**src/rtl/mac_seq_if.sv**
```systemverilog
// Command/status bundle between a MAC sequencer and its requester.
interface mac_seq_if #(
   parameter int CNT_W  = 11,
   parameter int MODE_W = 2
);
   logic              start;
   logic [2:0]        op;
   logic [CNT_W-1:0]  len;
   logic              busy;
   logic              done;
   logic              err;
   logic [CNT_W-1:0]  cnt;
   logic [MODE_W-1:0] out_mode;
   logic              sel1;
   logic              ld_reg;
   logic              en_cnt;

   modport master (
      output start, op, len,
      input  busy, done, err, cnt, out_mode, sel1, ld_reg, en_cnt
   );

   modport slave (
      input  start, op, len,
      output busy, done, err, cnt, out_mode, sel1, ld_reg, en_cnt
   );
endinterface

```
**src/rtl/mac_seq_controller.sv**
```systemverilog
// MAC datapath sequencer: accepts an opcode/length command, walks the
// PRE/LOAD/RUN/DONE phases for that op and owns the element counter.
module mac_seq_controller #(
   parameter int CNT_W  = 11,
   parameter int MODE_W = 2
) (
   input  logic     clk,
   input  logic     rst,
   mac_seq_if.slave bus
);

   typedef enum logic [2:0] {
      S_IDLE = 3'd0,
      S_PRE  = 3'd1,
      S_LOAD = 3'd2,
      S_RUN  = 3'd3,
      S_DONE = 3'd4
   } state_t;

   localparam logic [2:0] OP_SQ  = 3'd0;
   localparam logic [2:0] OP_SC  = 3'd1;
   localparam logic [2:0] OP_MAT = 3'd2;

   state_t           state_q, state_d;
   logic [2:0]       op_q, op_d;
   logic [CNT_W-1:0] len_q, len_d;
   logic [CNT_W-1:0] cnt_q, cnt_d;
   logic             err_q, err_d;

   logic              busy, done, sel1, ld_reg, en_cnt;
   logic [MODE_W-1:0] out_mode;

   // State, command latches, element counter and reject pulse.
   always_ff @(posedge clk) begin
      if (rst) begin
         state_q <= S_IDLE;
         op_q    <= '0;
         len_q   <= '0;
         cnt_q   <= '0;
         err_q   <= 1'b0;
      end else begin
         state_q <= state_d;
         op_q    <= op_d;
         len_q   <= len_d;
         cnt_q   <= cnt_d;
         err_q   <= err_d;
      end
   end

   // Next state: accept/reject in IDLE, per-op entry point, RUN ends on cnt==len-1.
   always_comb begin
      state_d = state_q;
      op_d    = op_q;
      len_d   = len_q;
      cnt_d   = cnt_q;
      err_d   = 1'b0;
      case (state_q)
         S_IDLE: begin
            if (bus.start) begin
               if (bus.op[2] || (bus.len == '0)) begin
                  err_d = 1'b1;
               end else begin
                  op_d  = bus.op;
                  len_d = bus.len;
                  cnt_d = '0;
                  case (bus.op)
                     OP_SQ:   state_d = S_PRE;
                     OP_SC:   state_d = S_LOAD;
                     default: state_d = S_RUN;
                  endcase
               end
            end
         end
         S_PRE:  state_d = S_LOAD;
         S_LOAD: state_d = S_RUN;
         S_RUN: begin
            // len is never 0 here, so len-1 cannot wrap; cnt stays <= len-1.
            if (cnt_q == (len_q - CNT_W'(1))) state_d = S_DONE;
            else                              cnt_d   = cnt_q + CNT_W'(1);
         end
         S_DONE:  state_d = S_IDLE;
         default: state_d = S_IDLE;
      endcase
   end

   // Moore decode of the datapath controls from state and latched op.
   always_comb begin
      busy     = (state_q != S_IDLE);
      done     = 1'b0;
      sel1     = 1'b0;
      ld_reg   = 1'b0;
      en_cnt   = 1'b0;
      out_mode = '0;
      case (state_q)
         S_PRE:  out_mode = MODE_W'(2);
         S_LOAD: begin
            ld_reg = 1'b1;
            sel1   = (op_q == OP_SQ);
         end
         S_RUN: begin
            en_cnt = 1'b1;
            if (op_q == OP_SQ || op_q == OP_SC) out_mode = MODE_W'(1);
            else if (op_q == OP_MAT)            out_mode = MODE_W'(0);
            else                                out_mode = MODE_W'(3);
         end
         S_DONE:  done = 1'b1;
         default: ;
      endcase
   end

   assign bus.busy     = busy;
   assign bus.done     = done;
   assign bus.err      = err_q;
   assign bus.cnt      = cnt_q;
   assign bus.out_mode = out_mode;
   assign bus.sel1     = sel1;
   assign bus.ld_reg   = ld_reg;
   assign bus.en_cnt   = en_cnt;

endmodule
```
**src/flat_wrapper.sv**
```systemverilog
// flat-port wrapper written by rule: the top's interface ports become plain ports
module mac_seq_controller_flat 
#(
   parameter int CNT_W  = 11,
   parameter int MODE_W = 2
)
  (clk, rst, bus_start, bus_op, bus_len, bus_busy, bus_done, bus_err, bus_cnt, bus_out_mode, bus_sel1, bus_ld_reg, bus_en_cnt);
  mac_seq_if #(.CNT_W(CNT_W), .MODE_W(MODE_W)) bus_i ();
  input  logic clk;
  input  logic rst;
  input wire logic [$bits(bus_i.start)-1:0] bus_start;
  input wire logic [$bits(bus_i.op)-1:0] bus_op;
  input wire logic [$bits(bus_i.len)-1:0] bus_len;
  output wire logic [$bits(bus_i.busy)-1:0] bus_busy;
  output wire logic [$bits(bus_i.done)-1:0] bus_done;
  output wire logic [$bits(bus_i.err)-1:0] bus_err;
  output wire logic [$bits(bus_i.cnt)-1:0] bus_cnt;
  output wire logic [$bits(bus_i.out_mode)-1:0] bus_out_mode;
  output wire logic [$bits(bus_i.sel1)-1:0] bus_sel1;
  output wire logic [$bits(bus_i.ld_reg)-1:0] bus_ld_reg;
  output wire logic [$bits(bus_i.en_cnt)-1:0] bus_en_cnt;
  assign bus_i.start = bus_start;
  assign bus_i.op = bus_op;
  assign bus_i.len = bus_len;
  assign bus_busy = bus_i.busy;
  assign bus_done = bus_i.done;
  assign bus_err = bus_i.err;
  assign bus_cnt = bus_i.cnt;
  assign bus_out_mode = bus_i.out_mode;
  assign bus_sel1 = bus_i.sel1;
  assign bus_ld_reg = bus_i.ld_reg;
  assign bus_en_cnt = bus_i.en_cnt;
  mac_seq_controller #(.CNT_W(CNT_W), .MODE_W(MODE_W)) u_core (.clk(clk), .rst(rst), .bus(bus_i));
endmodule
```
**config.mk**
```make
export PLATFORM = sky130hd
export DESIGN_NAME = mac_seq_controller_flat
export DESIGN_NICKNAME = d
export VERILOG_FILES = /design/src/rtl/mac_seq_if.sv /design/src/rtl/mac_seq_controller.sv /design/src/flat_wrapper.sv
export SDC_FILE = /design/constraint.sdc
export NUM_CORES = 1
export LEC_CHECK = 0
export CAP_MARGIN = 10
export CORE_MARGIN = 5
export CORE_UTILIZATION = 25
export CTS_CLUSTER_DIAMETER = 40
export DETAILED_ROUTE_END_ITERATION = 10
export GPL_ROUTABILITY_DRIVEN = 0
export GPL_TIMING_DRIVEN = 0
export PLACE_DENSITY = 0.45
export SLEW_MARGIN = 25
export SYNTH_ARGS = -nofsm -noshare
export SYNTH_HDL_FRONTEND = slang
export SYNTH_SLANG_ARGS = --single-unit
```
**constraint.sdc**
```tcl
create_clock -name clk -period 3.6 [get_ports clk]
set_clock_uncertainty 0.15 [all_clocks]
set_input_delay 1.08 -clock clk [delete_from_list [all_inputs] [get_ports clk]]
set_output_delay 1.08 -clock clk [all_outputs]
set_load 0.01 [all_outputs]
```
==> flow_summary.yaml <==
floorplan:
  fp.coreArea_um2: 6681
  io-pin-count: 36
  dieWidth_um: 92.23
  die_area_um2: 8506
  row_count: 30
  start_util_pct: 25.30
  die_h_um: 92.23
yosys:
  synth_edf_count: 0
  ys_seq_area_share_pct: 34.34
  synth_cell_types: 45
  synth_largest_area_cell: "dfxtp_1"
  synth_top_area_share_pct: 34.34
  synth_most_common_cell: "nand2_1"
  synth_area_per_cell_um2: 8.049
  synthTopCellsByCount: "nand2_1 (44), dfxtp_1 (29), a21oi_1 (19), nor3_1 (13), nor2_1 (11)"
  yosysWarnings: 0
  postSynth.asyncResetShare_pct: 0
  syn_area_um2: 1690
  synth_area_leaders: "dfxtp_1 (34%), nand2_1 (9.8%), a21oi_1 (5.6%), xnor2_1 (5.2%), nor3_1 (3.8%)"
  synth_cells: 210
  synth_seq_cells: 29
  ys.flop_type: "dfxtp_1"
  synth_nets: 229
outcome:
  status: "complete, no violations"
setup_path:
  reg2reg_to: "u_core.bus.cnt[1]$_SDFFE_PP0P_"
  reg2reg_depth: 10
  timing.rr.start: "u_core.len_q[0]$_SDFFE_PP0P_"
  cp_data_arrival_time_ns: 1.97
  r2r_slack_ns: 0.85
  cp-end-kind: "output port"
  worst-endpoint-required_ns: 2.37
  crit_path_max_fanout: 7
  critPathKind: "reg2out"
  cp-start-kind: "flip-flop"
clock_tree:
  clk_latency_ns: 0.28
  path_clk_slew_ns: 0.07
  cts-buffers-inserted: 5
  tritoncts: "done"
  htreeDepth: 2
  post_cts_buffers: 0
  cts_resized: 0
  cts.hold.buffers_added: 0
  root_buffer: "clkbuf_8"
  cts.sinks: 29
  clockBufferDepth: 2
sta:
  period_share_pct: 89.03
  rsz0062_at_grt: "no"
  tightest_slew_ns: 0.5400
  fin_crit_ns: 3.205
  slew_headroom_pct: 64.00
  slew_violations: 0
  fin_tns_setup_ns: 0
  setup_viol: 0
  hold_viol: 0
  fmax_ghz: 0.3120
grt:
  grt_pass1_vias: 1582
  grt_pass1_wl_um: 7707
  grt_max_degree: 11
  globalRouteTotalUtil_pct: 11.50
  antenna_found_initial: 0
  grt_overflow: 0
hold_path:
  hold_class: "reg2reg"
  min_to: "u_core.op_q[2]$_SDFFE_PP0P_"
  hp-start: "u_core.op_q[2]$_SDFFE_PP0P_"
  whs_path_depth: 2
routing:
  drt_iter0_drc: 19
  drt-pass1-iter-count: 4
  wirelength_um: 4713
  avgViaCountPerCell: 4.883
  wl_per_cell_um: 14.20
  drcViolationCount: 0
  vias: 1621
  ant_nets: 0
final_layout:
  syn_to_final_growth_pct: 32.94
  final_layout_size_suffix_gt1_share_pct: 9.524
  num-nets-final: 270
  antenna_cells: 0
  postLayoutCoreUtil_pct: 33.63
power:
  peakVddDrop_uv: 176.7
  power.leakage_nw: 0.7917
  power_density_nw_per_um2: 384.6
flow_run:
  cap_violations: 0
placement:
  port_buffers: 34
  hpwlAfterDp_um: 3727
per-stage QoR:
stage	total power, mW	setup slack [ns]	instance area (um2)	cells	hold WS, ns
floorplan	0.4593	1.102	1690	210	0.2891
global placement	0.5232	0.09281	2131	324	0.3127
detailed placement	0.5231	0.1323	2131	324	0.3100
CTS	0.8763	0.3665	2247	332	0.3194
global route	0.9051	0.2764	2247	332	0.3396
finish	0.8642	0.3950	2247	332	0.3189
layer usage:
metal  share of wire [%]  vias up  track usage, %
li1                    -      832               -
met1                  46      762           14.33
met3                 3.0        4           3.117
met4                0.72        0           2.599
met5                   0        -               0
met2                  50       23           19.71
registers in the layout, summed over array words and instances (netlist names):
register / count
u_core.bus.cnt: 11
u_core.state_q: 3
u_core.op_q: 3
u_core.len_q: 11
u_core.bus.err: 1
report_power, final:
group	switching (mW)	internal [mW]
logic	0.0870	0.0787
clock network	0.124	0.225
registers	0.0161	0.333
total	0.227	0.637
layout by cell type, fill, tap and decap left out, types with 4 or more instances in the layout:
cell,Yosys,layout
clkbuf_1,4,5
clkdlybuf4s50_1,0,34
or3_1,5,5
nand3_1,5,5
xnor2_1,10,10
a21oi_1,19,19
a211oi_1,4,4
clkbuf_8,0,6
nor3_1,13,13
dfxtp_1,29,29
nor2_1,11,11
inv_1,7,7
nand2_1,44,44
final cells by class:
| cell class | instances | area (um2) |
|---|---|---|
| clock buffers | 7 | 86.33 |
| well taps | 80 | 100.1 |
| plain buffers | 9 | 56.30 |
| inverters | 7 | 26.28 |
| fillers | 730 | 4434 |
| multi-input cells | 165 | 1027 |
| repair buffers | 34 | 340.3 |
| clock inverters | 1 | 30.03 |
| flip-flops and latches | 29 | 580.6 |
critical path, stage by stage, from the launching register on:
cell and delay (ns):
dfxtp_1 0.42, nand2_1 0.09, or2_2 0.27, clkbuf_1 0.20, a21oi_1 0.16, clkdlybuf4s50_1 0.55
worst max path at each step:
stage | from | end
6_report | u_core.state_q[0]$_SDFFE_PP0P_ | bus_out_mode[0]
5_1_grt | u_core.state_q[0]$_SDFFE_PP0P_ | bus_out_mode[0]
4_1_cts | u_core.state_q[1]$_SDFFE_PP0P_ | bus_out_mode[0]
3_5_place_dp | bus_len[2] | u_core.bus.cnt[2]$_SDFFE_PP0P_
3_3_place_gp | bus_len[2] | u_core.bus.cnt[5]$_SDFFE_PP0P_
2_1_floorplan | bus_len[2] | u_core.bus.cnt[2]$_SDFFE_PP0P_
kinds of logic (layout without fill, tap and decap cells):
family          count (synthesis)  in the layout  synth area share, %
fa+ha+maj                       2              2                1.480
xor+xnor                       13             13                6.736
buf+inv                        16             58                4.885
mux                             4              4                2.443
compound gates                 41             41                16.43
flops                          29             29                34.35
simple gates                  105            105                33.68
Power figures use the tool's default switching activity.
